### src/rtl/watch_pkg.sv
// Shared limits, scan-position encoding and hour-format helper for the watch time generator.
package watch_pkg;

    localparam logic [7:0] HOUR_MAX  = 8'd23;
    localparam logic [7:0] MIN_MAX   = 8'd59;
    localparam logic [7:0] SEC_MAX   = 8'd59;
    localparam logic [7:0] HOUR_NOON = 8'd12;

    // Bit 0 of the one-hot select is the rightmost display position.
    typedef enum logic [2:0] {
        POS_SEC_U = 3'd0,
        POS_SEC_T = 3'd1,
        POS_MIN_U = 3'd2,
        POS_MIN_T = 3'd3,
        POS_HR_U  = 3'd4,
        POS_HR_T  = 3'd5
    } scan_pos_e;

    function automatic logic [7:0] to_12h(input logic [7:0] h);
        if (h == 8'd0) begin
            return HOUR_NOON;
        end else if (h > HOUR_NOON) begin
            return h - HOUR_NOON;
        end else begin
            return h;
        end
    endfunction

endpackage

### src/rtl/bcd_split.sv
// Combinational tens/units split of a 0..59 binary value using a constant comparator ladder.
module bcd_split (
    input  logic [7:0] value_i,
    output logic [3:0] tens_o,
    output logic [3:0] units_o
);

    always_comb begin
        tens_o  = 4'd0;
        units_o = value_i[3:0];
        if (value_i >= 8'd50) begin
            tens_o  = 4'd5;
            units_o = 4'(value_i - 8'd50);
        end else if (value_i >= 8'd40) begin
            tens_o  = 4'd4;
            units_o = 4'(value_i - 8'd40);
        end else if (value_i >= 8'd30) begin
            tens_o  = 4'd3;
            units_o = 4'(value_i - 8'd30);
        end else if (value_i >= 8'd20) begin
            tens_o  = 4'd2;
            units_o = 4'(value_i - 8'd20);
        end else if (value_i >= 8'd10) begin
            tens_o  = 4'd1;
            units_o = 4'(value_i - 8'd10);
        end
    end

endmodule

### src/rtl/clock_time_gen.sv
// Time-of-day generator with run/pause, validated time load, 12/24-hour display
// and a free-running digit scanner producing one-hot select plus BCD digit.
module clock_time_gen
    import watch_pkg::*;
#(
    parameter logic [15:0] CNT_1MS_MAX = 16'd49_999,
    parameter int unsigned MS_PER_SEC  = 1000,
    parameter int unsigned SCAN_DIGITS = 6,
    parameter int unsigned INIT_H      = 15,
    parameter int unsigned INIT_M      = 57,
    parameter int unsigned INIT_S      = 34
) (
    input  logic                   clk,
    input  logic                   rst_n,
    input  logic                   run,
    input  logic                   mode_12h,
    input  logic                   set_en,
    input  logic [7:0]             set_h,
    input  logic [7:0]             set_m,
    input  logic [7:0]             set_s,
    output logic [7:0]             hours,
    output logic [7:0]             minutes,
    output logic [7:0]             seconds,
    output logic                   pm,
    output logic                   tick_1s,
    output logic                   set_err,
    output logic [SCAN_DIGITS-1:0] sel,
    output logic [3:0]             digit_bcd
);

    localparam int unsigned SUB_W = (MS_PER_SEC > 1) ? $clog2(MS_PER_SEC) : 1;
    localparam logic [SUB_W-1:0] SUB_MAX = SUB_W'(MS_PER_SEC - 1);
    localparam int unsigned IDX_W = $clog2(SCAN_DIGITS);
    localparam logic [IDX_W-1:0] IDX_MAX = IDX_W'(SCAN_DIGITS - 1);

    logic [15:0]            cnt_ms_q, cnt_ms_d;
    logic [15:0]            scan_cnt_q, scan_cnt_d;
    logic [SUB_W-1:0]       cnt_sub_q, cnt_sub_d;
    logic [7:0]             hours_q, hours_d;
    logic [7:0]             minutes_q, minutes_d;
    logic [7:0]             seconds_q, seconds_d;
    logic                   tick_q, tick_d;
    logic                   err_q, err_d;
    logic [IDX_W-1:0]       idx_q, idx_d;
    logic [SCAN_DIGITS-1:0] sel_q, sel_d;
    logic [3:0]             digit_q, digit_d;

    logic      ms_tick, run_tick, sec_tick, scan_tick;
    logic      set_ok, load;
    logic [7:0] disp_hours, bcd_val;
    logic [3:0] bcd_tens, bcd_units;
    logic      use_tens;
    scan_pos_e pos;

    assign ms_tick   = (cnt_ms_q == CNT_1MS_MAX);
    assign run_tick  = run & ms_tick;
    assign sec_tick  = run_tick & (cnt_sub_q == SUB_MAX);
    assign scan_tick = (scan_cnt_q == CNT_1MS_MAX);
    assign set_ok    = (set_h <= HOUR_MAX) & (set_m <= MIN_MAX) & (set_s <= SEC_MAX);
    assign load      = set_en & set_ok;

    always_comb begin
        cnt_ms_d  = cnt_ms_q;
        cnt_sub_d = cnt_sub_q;
        hours_d   = hours_q;
        minutes_d = minutes_q;
        seconds_d = seconds_q;
        tick_d    = 1'b0;
        err_d     = set_en & ~set_ok;

        if (run) begin
            cnt_ms_d = ms_tick ? '0 : cnt_ms_q + 16'd1;
        end
        if (run_tick) begin
            cnt_sub_d = sec_tick ? '0 : cnt_sub_q + SUB_W'(1);
        end

        // A valid load restarts the second and pre-empts a coincident increment.
        if (load) begin
            hours_d   = set_h;
            minutes_d = set_m;
            seconds_d = set_s;
            cnt_ms_d  = '0;
            cnt_sub_d = '0;
        end else if (sec_tick) begin
            tick_d = 1'b1;
            if (seconds_q == SEC_MAX) begin
                seconds_d = '0;
                if (minutes_q == MIN_MAX) begin
                    minutes_d = '0;
                    hours_d   = (hours_q == HOUR_MAX) ? '0 : hours_q + 8'd1;
                end else begin
                    minutes_d = minutes_q + 8'd1;
                end
            end else begin
                seconds_d = seconds_q + 8'd1;
            end
        end
    end

    assign disp_hours = mode_12h ? to_12h(hours_q) : hours_q;

    // With four positions the scan starts at minute units, so shift the index by two.
    always_comb begin
        pos      = scan_pos_e'(3'(idx_q) + ((SCAN_DIGITS == 4) ? 3'd2 : 3'd0));
        bcd_val  = seconds_q;
        use_tens = 1'b0;
        case (pos)
            POS_SEC_U: begin bcd_val = seconds_q;  use_tens = 1'b0; end
            POS_SEC_T: begin bcd_val = seconds_q;  use_tens = 1'b1; end
            POS_MIN_U: begin bcd_val = minutes_q;  use_tens = 1'b0; end
            POS_MIN_T: begin bcd_val = minutes_q;  use_tens = 1'b1; end
            POS_HR_U:  begin bcd_val = disp_hours; use_tens = 1'b0; end
            POS_HR_T:  begin bcd_val = disp_hours; use_tens = 1'b1; end
            default:   begin bcd_val = seconds_q;  use_tens = 1'b0; end
        endcase
    end

    bcd_split u_bcd_split (
        .value_i (bcd_val),
        .tens_o  (bcd_tens),
        .units_o (bcd_units)
    );

    // Scanning has its own prescaler copy so pausing time never freezes the display.
    always_comb begin
        scan_cnt_d = scan_tick ? '0 : scan_cnt_q + 16'd1;
        idx_d      = idx_q;
        sel_d      = sel_q;
        digit_d    = digit_q;
        if (scan_tick) begin
            idx_d   = (idx_q == IDX_MAX) ? '0 : idx_q + IDX_W'(1);
            sel_d   = SCAN_DIGITS'(1) << idx_q;
            digit_d = use_tens ? bcd_tens : bcd_units;
        end
    end

    always_ff @(posedge clk or negedge rst_n) begin
        if (!rst_n) begin
            cnt_ms_q   <= '0;
            scan_cnt_q <= '0;
            cnt_sub_q  <= '0;
            hours_q    <= 8'(INIT_H);
            minutes_q  <= 8'(INIT_M);
            seconds_q  <= 8'(INIT_S);
            tick_q     <= 1'b0;
            err_q      <= 1'b0;
            idx_q      <= '0;
            sel_q      <= '0;
            digit_q    <= '0;
        end else begin
            cnt_ms_q   <= cnt_ms_d;
            scan_cnt_q <= scan_cnt_d;
            cnt_sub_q  <= cnt_sub_d;
            hours_q    <= hours_d;
            minutes_q  <= minutes_d;
            seconds_q  <= seconds_d;
            tick_q     <= tick_d;
            err_q      <= err_d;
            idx_q      <= idx_d;
            sel_q      <= sel_d;
            digit_q    <= digit_d;
        end
    end

    assign hours     = hours_q;
    assign minutes   = minutes_q;
    assign seconds   = seconds_q;
    assign pm        = (hours_q >= HOUR_NOON);
    assign tick_1s   = tick_q;
    assign set_err   = err_q;
    assign sel       = sel_q;
    assign digit_bcd = digit_q;

endmodule
### config.mk
export PLATFORM = sky130hd
export DESIGN_NAME = clock_time_gen
export DESIGN_NICKNAME = d
export VERILOG_FILES = /design/src/rtl/watch_pkg.sv /design/src/rtl/bcd_split.sv /design/src/rtl/clock_time_gen.sv
export SDC_FILE = /design/constraint.sdc
export NUM_CORES = 1
export LEC_CHECK = 0
export ABC_AREA = 1
export BUFFER_PORTS_ARGS = -buffer_cell sky130_fd_sc_hd__buf_4
export CORE_MARGIN = 4
export CORE_UTILIZATION = 45
export DETAILED_ROUTE_END_ITERATION = 12
export PLACE_DENSITY_LB_ADDON = 0.25
export SYNTH_ARGS = -nofsm -noshare
export SYNTH_HDL_FRONTEND = slang
export SYNTH_SLANG_ARGS = --single-unit
export TNS_END_PERCENT = 100
### constraint.sdc
create_clock -name clk -period 4.7 [get_ports clk]
set_clock_uncertainty 0.15 [all_clocks]
set_input_delay 0.235 -clock clk [delete_from_list [all_inputs] [get_ports clk]]
set_output_delay 0.235 -clock clk [all_outputs]
set_load 0.01 [all_outputs]
==> results of run 1 <==
[layout make-up]
| cell class | instances | area share, % |
|---|---|---|
| well taps | 143 | 2.82 |
| multi-input cells | 516 | 44.2 |
| flip-flops and latches | 81 | 32.2 |
| clock buffers | 10 | 3.77 |
| repair buffers | 76 | 9.35 |
| inverters | 102 | 6.10 |
| clock inverters | 6 | 1.54 |
[placed cells by master (no fill, tap or decap), types with 3 or more instances in the layout]
cell type | netlist | final
clkbuf_16 | 0 | 9
dlygate4sd3_1 | 0 | 9
nor4_1 | 10 | 10
buf_4 | 2 | 67
nand4_1 | 16 | 16
nand2_1 | 163 | 163
a21oi_2 | 3 | 3
nand2_2 | 14 | 14
a31oi_1 | 8 | 8
inv_2 | 6 | 6
xnor2_1 | 6 | 6
nor2_4 | 7 | 7
nor2_2 | 6 | 6
nor2_1 | 70 | 70
o21ai_0 | 40 | 40
nand3_2 | 6 | 6
o22ai_1 | 5 | 5
inv_1 | 93 | 93
nand3_1 | 40 | 40
o211ai_1 | 3 | 3
nor3_1 | 24 | 24
nand2_4 | 3 | 3
dfstp_2 | 10 | 10
dfrtp_1 | 71 | 71
ha_1 | 19 | 19
a21oi_1 | 34 | 34
xor2_1 | 12 | 12
[worst max-delay path by stage]
stage | start | endpoint | slack (ps) | cells after the start
after global routing | set_s[4] | cnt_sub_q[8] | 1250 | 13
after detailed placement | hours[3] | digit_bcd[1] | 1630 | 18
after global placement | hours[2] | digit_bcd[1] | 1690 | 18
final | set_s[5] | cnt_sub_q[8] | 1450 | 13
after CTS | set_s[5] | cnt_sub_q[8] | 1530 | 13
after floorplan | hours[0] | digit_bcd[1] | 1990 | 20
[power groups by stage]
stage          sequential, µW  combinational [µW]  clock [µW]
5_1_grt                   778                 218         844
4_1_cts                   773                 192         816
3_5_place_dp              785                 185           0
2_1_floorplan             777                 121           0
6_report                  774                 190         800
3_3_place_gp              783                 184           0
[metal layers]
metal	vias up	share of wire, %	GRT usage [%]
met5	-	0	0
li1	2491	-	-
met4	0	1.8	7.50
met1	2291	47	27.0
met3	20	5.3	4.20
met2	124	46	31.6
[metrics by stage]
step                      hold slack, ps  instance area, µm²  std cells
after floorplan                     -211                5290        711
after global placement             -1.55                5910        909
after detailed placement            1.96                5910        909
after CTS                           15.8                6340        934
after global routing                15.7                6340        934
final                               24.2                6340        934
[sequential cells by signal, indices dropped and copies added (netlist names)]
name,flops
scan_cnt_q,16
tick_1s,1
digit_bcd,4
cnt_ms_q,16
idx_q,3
sel,6
hours,8
minutes,8
set_err,1
seconds,8
cnt_sub_q,10
[synth_stat cells (all sizes together)]
| cell type | count | area [µm²] |
|---|---|---|
| a211oi | 2 | 15.0 |
| and3 | 1 | 6.26 |
| dfrtp | 71 | 1780 |
| nor3 | 24 | 120 |
| a22oi | 1 | 12.5 |
| or3 | 1 | 6.26 |
| nor4 | 10 | 62.6 |
| a21boi | 1 | 7.51 |
| buf | 5 | 36.3 |
| dfstp | 10 | 263 |
| or2 | 1 | 6.26 |
| a21o | 1 | 7.51 |
| o32ai | 2 | 17.5 |
| inv | 100 | 378 |
| o41ai | 1 | 8.76 |
| clkinv | 2 | 8.75 |
| xnor2 | 6 | 52.6 |
| nor2 | 84 | 399 |
| ha | 19 | 238 |
| o21a | 1 | 7.51 |
| nor3b | 1 | 7.51 |
| xor2 | 12 | 105 |
| nand2 | 181 | 753 |
| and2 | 1 | 6.26 |
| o22ai | 5 | 31.3 |
| a22o | 2 | 17.5 |
| clkbuf | 7 | 26.3 |
| a21oi | 37 | 196 |
| o21ai | 44 | 228 |
| o211ai | 3 | 22.5 |
| a31oi | 9 | 71.3 |
| nand4 | 16 | 100 |
| nand3 | 47 | 278 |
| nand2b | 1 | 6.26 |
| o31ai | 2 | 15.0 |
[worst min-delay path, cell delays in order]
cell and delay, ps:
buf_4 110, nand2_1 50, a31oi_1 90
[logic make-up after synthesis]
logic type | Yosys count | synth area share [%]
AND/OR/NAND/NOR | 368 | 33.1
buffers and inverters | 114 | 8.48
AO/OA/AOI/OAI | 111 | 12.4
flip-flops | 81 | 38.5
adder cells (fa/ha/maj) | 19 | 4.49
XOR/XNOR | 18 | 2.98
[timing repair]
item | CTS | global route
hold buffers | 9 | 0
buffers inserted | 0 | 0
hold endpoints to repair | 31 | 0
endpoints found under the setup margin | 0 | 0
==> impl_metrics.json, run 1 <==
{
  "multi_input_area_um2": 2810,
  "drtIter0Drc": 365,
  "cts_buffers": 9,
  "vias": 4926,
  "io_pins": 66,
  "worstSkewPairLatency_ps": 350,
  "pre_cts_ws_ps": 1630,
  "pwr-share-clk_pct": 45.4,
  "status": "finished clean",
  "syn_inst": 711,
  "core_um2": 11500,
  "first_pass_iters": 5,
  "cp_top_family": "simple AND/OR/NAND/NOR gates",
  "r2r_slack_ps": 1600,
  "cts_root_buf": "clkbuf_16",
  "nNetsFinal": 834,
  "critPathLaunchType": "primary input",
  "power_frac_comb_pct": 10.8,
  "antenna_cells": 0,
  "min_path_cells": 3,
  "worstMarginPinSlew_ps": 876,
  "syn_area_um2": 5290,
  "clkSinkCount": 81,
  "drc": 0,
  "die_y_um": 116,
  "gr-usage-all-layers_pct": 20.0,
  "wl_per_cell_um": 14.1,
  "cts-htree-levels": 3,
  "maxCapViolations": 0,
  "crit_type": "in2reg",
  "min_path_type": "in2reg",
  "power.total_uw": 1760,
  "setup_ws_ps": 1450,
  "synth-warning-count": 0,
  "final_core_util_pct": 55.3,
  "cp_num_buf_inv": 4,
  "clkTransAtPathRegs_ps": 60,
  "layout.area.seq_um2": 2040,
  "synth_cell_types": 52,
  "timing.fmax_mhz": 308,
  "hold_end": "minutes[1]",
  "vdd_ir_drop_max_mv": 0.196,
  "tritoncts": "yes",
  "antenna_found_initial": 0,
  "path_max_fanout": 21,
  "final-hold-violation-count": 0,
  "clockBufferDepth": 2,
  "drt_wl_total_um": 13100,
  "report.final.setup_viol": 0,
  "cp_data_arrival_time_ps": 3330,
  "r2r_end": "digit_bcd[1]",
  "drv_slew": 0,
  "die_w_um": 116,
  "grt_max_degree": 59,
  "grt_pass1_vias": 4731,
  "path_common_cell": "nand2_1",
  "finalSetupTns_ps": 0,
  "io_buffers": 65,
  "seqPwrFrac_pct": 43.9,
  "period_minus_slack_ps": 3250,
  "vias_per_cell": 5.27,
  "p_sw_uw": 459,
  "die_area_um2": 13600,
  "areaGrowthSynthToFinish_pct": 19.8,
  "period_share_pct": 69.1,
  "fillers": 1076,
  "slew_headroom_pct": 40.8,
  "initial_core_util_pct": 46.2,
  "crit_path_end_kind": "flip-flop",
  "rsz0062_at_grt": "no",
  "worst_r2r_path_depth": 19,
  "drive_above_1_share_pct": 18.7,
  "grt_pass1_wl_um": 21700,
  "sw_frac_of_total_pct": 26.0,
  "r2r-start": "hours[3]",
  "p_int_uw": 1300,
  "antenna_left": 0,
  "worstPathRequired_ps": 4780,
  "cp_slowest_cell": "nand2_1",
  "power_leakage_uw": 0.00315,
  "path_cells": "dlygate4sd3_1 -> buf_4 -> nand2_1 -> nor2_1 -> nor4_1 -> nand3_1 -> buf_4 -> nand2_1 -> inv_1 -> nor2_1 -> nand2_1 -> o21ai_0 -> a21oi_1",
  "overflow": 0,
  "synth_nets": 759,
  "syn_avg_cell_area_um2": 7.45,
  "seq_area_frac_synth_pct": 38.5,
  "worstHoldStart": "set_m[1]",
  "place.gp.congestion": 0.894,
  "synth_seq_cells": 81,
  "critical-path-max-stage-delay_ps": 560,
  "cts-resized-gates": 0,
  "rows": 39,
  "power_density_nw_per_um2": 278,
  "dp_hpwl_um": 9740
}
Power figures use the tool's default switching activity.
==> inputs of run 2 (changes only) <==
Clock period 4.7 ns to 3.21 ns, I/O delays scaled along.
==> run 2 against run 1 <==
Cell area grew 1.4%. Critical path depth grew 10. Die area unchanged. Via count is 0.77% lower. Non-clock buffer count is 9 higher. First-iteration DRC count down 11%. Clock power is 49% higher. Global-route usage up 0.057 points. Sequential cell count stayed put. Final cell count increased by 0.96%. Utilization rose by 0.80 points. Critical endpoint is now digit_bcd[1]. Largest power group unchanged.
==> impl_metrics.json, run 2 (same netlist as run 1, synthesis figures left out) <==
{
  "status": "finished clean",
  "p_sw_uw": 623,
  "drc": 0,
  "areaGrowthSynthToFinish_pct": 21.5,
  "vias": 4888,
  "first_pass_iters": 5,
  "worstMarginPinSlew_ps": 1020,
  "drive_above_1_share_pct": 19.3,
  "worstPathRequired_ps": 3330,
  "most-common-layout-cells": "nand2_1 (163), inv_1 (92), buf_4 (72), dfrtp_1 (71), nor2_1 (69)",
  "vias_per_cell": 5.18,
  "nNetsFinal": 843,
  "clkTransAtPathRegs_ps": 60,
  "path_common_cell": "nand2_1",
  "min_path_type": "in2reg",
  "slew_headroom_pct": 32.2,
  "fillers": 1034,
  "io_pins": 66,
  "path_cells": "inv_1 -> ha_1 -> inv_1 -> nand2_1 -> nand3_2 -> nand2_1 -> nand2_1 -> nand3_1 -> nand2_1 -> nand2_2 -> nand2_4 -> inv_2 -> ha_1 -> nor2_2 -> and2_1 -> nand3_2 -> nand2_1 -> nand2_1 -> nand2_2 -> nand2_1 -> nand2_1 -> nand3_2 -> a21oi_2",
  "finalSetupTns_ps": 0,
  "sw_frac_of_total_pct": 23.9,
  "crit_path_end_kind": "flip-flop",
  "reg_top3": "cnt_ms_q (16), scan_cnt_q (16), cnt_sub_q (10)",
  "path_max_fanout": 6,
  "clockBufferDepth": 2,
  "core_um2": 11500,
  "maxCapViolations": 0,
  "met1_usage_pct": 26.9,
  "report.final.setup_viol": 0,
  "drt_wl_total_um": 12800,
  "wl_per_cell_um": 13.6,
  "cp_slowest_cell": "dfstp_2",
  "drv_slew": 0,
  "rows": 39,
  "power_leakage_uw": 0.00319,
  "antenna_cells": 0,
  "antenna_found_initial": 0,
  "power_density_nw_per_um2": 405,
  "cts_root_buf": "clkbuf_16",
  "period_share_pct": 92.0,
  "dp_hpwl_um": 9510,
  "vdd_ir_drop_max_mv": 0.305,
  "clkSinkCount": 81,
  "cp_data_arrival_time_ps": 3070,
  "p_int_uw": 1980,
  "pwr-share-clk_pct": 45.9,
  "met2_usage_pct": 32.3,
  "overflow": 0,
  "antenna_left": 0,
  "drtIter0Drc": 325,
  "final_common_cell": "nand2_1",
  "critical-path-max-stage-delay_ps": 570,
  "power_frac_comb_pct": 10.7,
  "seqPwrFrac_pct": 43.5,
  "die_area_um2": 13600,
  "grt_use_met3_pct": 3.37,
  "period_minus_slack_ps": 2950,
  "worstSkewPairLatency_ps": 340,
  "cts-htree-levels": 3,
  "cts_buffers": 9,
  "io_buffers": 65,
  "die_y_um": 116,
  "timing.fmax_mhz": 339,
  "critPathLaunchType": "flip-flop",
  "grt_pass1_wl_um": 21700,
  "cp_top_family": "simple AND/OR/NAND/NOR gates",
  "place.gp.congestion": 0.910,
  "initial_core_util_pct": 46.2,
  "final-hold-violation-count": 0,
  "grt_max_degree": 82,
  "tritoncts": "yes",
  "gr-usage-all-layers_pct": 20.1,
  "final_core_util_pct": 56.1,
  "grt_pass1_vias": 4728,
  "busiest_layer": "met2",
  "cp_num_buf_inv": 3,
  "die_w_um": 116,
  "crit_type": "reg2reg"
}
==> run 2: changes by cell type in the layout (fill, tap and decap cells not counted), sizes merged <==
cell         change
bufinv           +1
clkinv           -2
clkbuf           +2
dlygate4sd3      +4
buf              +5
inv              -1
==> run 2: what timing repair did <==
item | CTS | global route
endpoints found under the setup margin | 0 | 4
hold buffers | 13 | 0
resized for setup | 0 | 3
buffers inserted | 0 | 3
hold endpoints to repair | 83 | 0
==> run 2: final timing paths <==
check | from | end | slack [ps] | cells after the start
min in group asynchronous | rst_n | scan_cnt_q[11] | 380 | 2
max in group asynchronous | rst_n | minutes[7] | 1860 | 2
max reg2reg | hours[0] | digit_bcd[1] | 260 | 23
min | set_m[4] | minutes[4] | 30 | 5
max | hours[0] | digit_bcd[1] | 260 | 23
min reg2reg | scan_cnt_q[0] | scan_cnt_q[0] | 310 | 1
==> run 2: layout make-up <==
| cell class | count | area [µm²] | share of cell area (%) |
|---|---|---|---|
| Multi-Input combinational cell | 516 | 2810 | 43.7 |
| Tap cell | 143 | 179 | 2.78 |
| Timing Repair Buffer | 85 | 671 | 10.4 |
| Clock inverter | 4 | 98.8 | 1.54 |
| Inverter | 102 | 387 | 6.01 |
| Clock buffer | 12 | 246 | 3.83 |
| Sequential cell | 81 | 2040 | 31.7 |
==> run 2: through the flow <==
step / instances / setup WS [ps] / instance area (µm²) / total power (µW) / hold slack (ps)
global route: 943 / -3.33 / 6430 / 2740 / 29.1
finish: 943 / 258 / 6430 / 2610 / 33.0
global placement: 911 / 270 / 5930 / 1410 / 232
CTS: 940 / 155 / 6400 / 2640 / 13.5
detailed placement: 911 / 182 / 5930 / 1410 / 242
floorplan: 711 / 503 / 5290 / 1320 / -285
==> run 2: power groups by stage <==
stage / registers (µW) / clock network [µW] / logic, µW
after floorplan: 1140 / 0 / 177
after global placement: 1150 / 0 / 259
after detailed placement: 1150 / 0 / 266
after CTS: 1130 / 1230 / 279
after global routing: 1140 / 1280 / 324
final: 1130 / 1190 / 278
==> run 2: routing by layer <==
metal	routed length [µm]	vias up	share of wire, %
met5	0	-	0
met2	5950	104	47
met4	235	0	1.8
met1	6060	2270	47
li1	-	2500	-
met3	546	14	4.3
==> run 2: worst min-delay path, cell delays in order <==
cell and delay [ps]:
buf_4 110, inv_1 60, o32ai_1 80, nand2_1 60, nand2_1 50
==> inputs of run 3 (changes only) <==
--- a/config.mk
+++ b/config.mk
@@ -9,5 +9,5 @@
 export BUFFER_PORTS_ARGS = -buffer_cell sky130_fd_sc_hd__buf_4
 export CORE_MARGIN = 4
-export CORE_UTILIZATION = 45
+export CORE_UTILIZATION = 35
 export DETAILED_ROUTE_END_ITERATION = 12
 export PLACE_DENSITY_LB_ADDON = 0.25
==> constraint.sdc (replaced) <==
create_clock -name clk -period 3.21 [get_ports clk]
set_clock_uncertainty 0.15 [all_clocks]
set_input_delay 0.642 -clock clk [delete_from_list [all_inputs] [get_ports clk]]
set_output_delay 0.642 -clock clk [all_outputs]
set_load 0.01 [all_outputs]
==> run 3 against run 2 <==
Final cell count grew 3.7%. Die area grew 27%. Routed wire length grew 4.9%. Non-clock buffer count shrank 6. Sequential power is essentially flat. Critical path depth is the same. Hold slack gained 49 ps. Maximum frequency grew 3.0%. Highest routed layer unchanged.
==> impl_metrics.json, run 3 (same netlist as run 1, synthesis figures left out) <==
{
  "reg_top3": "cnt_ms_q (16), scan_cnt_q (16), cnt_sub_q (10)",
  "pwr-share-clk_pct": 46.2,
  "die_w_um": 131,
  "dp_hpwl_um": 10300,
  "vdd_ir_drop_max_mv": 0.312,
  "slew_headroom_pct": 38.5,
  "crit_path_end_kind": "flip-flop",
  "overflow": 0,
  "rows": 44,
  "io_pins": 66,
  "final_common_cell": "nand2_1",
  "power.total_uw": 2620,
  "antenna_found_initial": 0,
  "layout.area.seq_um2": 2040,
  "rsz0062_at_grt": "no",
  "tritoncts": "yes",
  "finalInstanceArea_um2": 6440,
  "path_cells": "inv_1 -> ha_1 -> inv_1 -> nand2_1 -> nand3_2 -> nand2_1 -> nand2_1 -> nand3_1 -> nand2_1 -> nand2_2 -> nand2_4 -> inv_2 -> ha_1 -> nor2_2 -> and2_1 -> nand3_2 -> nand2_1 -> nand2_1 -> nand2_2 -> nand2_1 -> nand2_1 -> nand3_2 -> a21oi_2",
  "critPathLaunchType": "flip-flop",
  "final-hold-violation-count": 0,
  "antenna_left": 0,
  "io_buffers": 65,
  "critical-path-max-stage-delay_ps": 560,
  "cp_data_arrival_time_ps": 2990,
  "drt_wl_total_um": 13400,
  "first_pass_iters": 7,
  "drc": 0,
  "seqPwrFrac_pct": 43.2,
  "power_leakage_uw": 0.00318,
  "vias": 4811,
  "sw_frac_of_total_pct": 24.6,
  "clkTransAtPathRegs_ps": 60,
  "finalSetupTns_ps": 0,
  "gr-usage-all-layers_pct": 16.4,
  "path_max_fanout": 6,
  "grt_pass1_vias": 4654,
  "areaGrowthSynthToFinish_pct": 21.6,
  "cts-htree-levels": 3,
  "path_common_cell": "nand2_1",
  "nNetsFinal": 837,
  "multi_input_area_um2": 2810,
  "wl_per_cell_um": 13.7,
  "worstMarginPinSlew_ps": 911,
  "drtIter0Drc": 279,
  "period_minus_slack_ps": 2870,
  "initial_core_util_pct": 36.0,
  "pre_cts_ws_ps": 205,
  "fillers": 1474,
  "report.final.setup_viol": 0,
  "cp_num_buf_inv": 3,
  "timing.fmax_mhz": 349,
  "cts_buffers": 9,
  "startpoint": "hours[0]",
  "hold-worst-slack_ps": 82.3,
  "antenna_cells": 0,
  "grt_pass1_wl_um": 22400,
  "status": "finished clean",
  "die_area_um2": 17200,
  "die_y_um": 131,
  "place.gp.congestion": 0.841,
  "dpl_cell_area_um2": 6060,
  "maxCapViolations": 0,
  "clockBufferDepth": 2,
  "cp_slowest_cell": "dfstp_2",
  "worstSkewPairLatency_ps": 350,
  "clkSinkCount": 81,
  "drive_above_1_share_pct": 20.5,
  "grt_max_degree": 50,
  "core_um2": 14700,
  "most-common-layout-cells": "nand2_1 (163), inv_1 (92), buf_4 (77), dfrtp_1 (71), nor2_1 (69)",
  "crit_type": "reg2reg",
  "min_path_type": "in2async",
  "period_share_pct": 89.3,
  "r2r-start": "hours[0]",
  "vias_per_cell": 4.92,
  "cp_top_family": "simple AND/OR/NAND/NOR gates",
  "power_density_nw_per_um2": 407,
  "power_frac_comb_pct": 10.6,
  "p_sw_uw": 643,
  "cts_root_buf": "clkbuf_16",
  "holdBufCountCts": 0,
  "drv_slew": 0,
  "setup_ws_ps": 344,
  "worstPathRequired_ps": 3330,
  "p_int_uw": 1980
}
## run 3: per-stage QoR
stage | util, % | cells
floorplan | - | 711
global placement | 41.3 | 960
detailed placement | 41.3 | 960
CTS | 43.7 | 976
global route | 43.8 | 978
finish | 43.8 | 978
## run 3: cell type report
class,instances,share of cell area [%]
multi-input combinational,516,43.7
sequential,81,31.7
inverter,102,6.01
clock buffer,10,3.71
timing repair buffer,79,9.60
clock inverter,6,1.77
tap,184,3.58
## run 3: worst register-to-register path: stages (launching register included)
cell	delay [ps]
dfstp_2	560
inv_1	70
ha_1	210
inv_1	50
nand2_1	50
nand3_2	110
nand2_1	80
nand2_1	70
nand3_1	60
nand2_1	80
nand2_2	80
nand2_4	100
inv_2	70
ha_1	200
nor2_2	120
and2_1	150
nand3_2	100
nand2_1	80
nand2_1	60
nand2_2	80
nand2_1	50
nand2_1	70
nand3_2	70
a21oi_2	110
## run 3: path summary, 6_finish.rpt
check | depth (start not counted) | slack, ps | endpoint
setup / recovery | 23 | 340 | digit_bcd[1]
hold / removal | 1 | 80 | scan_cnt_q[10]
setup reg to reg | 23 | 340 | digit_bcd[1]
hold reg to reg | 1 | 320 | scan_cnt_q[0]
max in group asynchronous | 2 | 2160 | seconds[1]
min in group clk | 1 | 320 | scan_cnt_q[0]
## run 3: power by group through the flow
stage                     combinational, µW  clock, µW  sequential [µW]
final                                   278       1210             1130
after detailed placement                276          0             1150
after CTS                               281       1250             1130
after global placement                  274          0             1150
after global routing                    324       1300             1140
after floorplan                         177          0             1140
## run 3: per-layer routing
layer / vias to the layer above / share of wire, % / global-route usage, %
met2: 93 / 50 / 28.8
met4: 0 / 1.0 / 4.42
met3: 12 / 3.7 / 3.50
met1: 2213 / 45 / 20.5
li1: 2493 / - / -
met5: - / 0 / 0
## run 3: what timing repair did
| item | CTS | global route |
|---|---|---|
| gates resized for setup | 0 | 3 |
| buffers inserted | 0 | 2 |
| endpoints found under the setup margin | 0 | 4 |
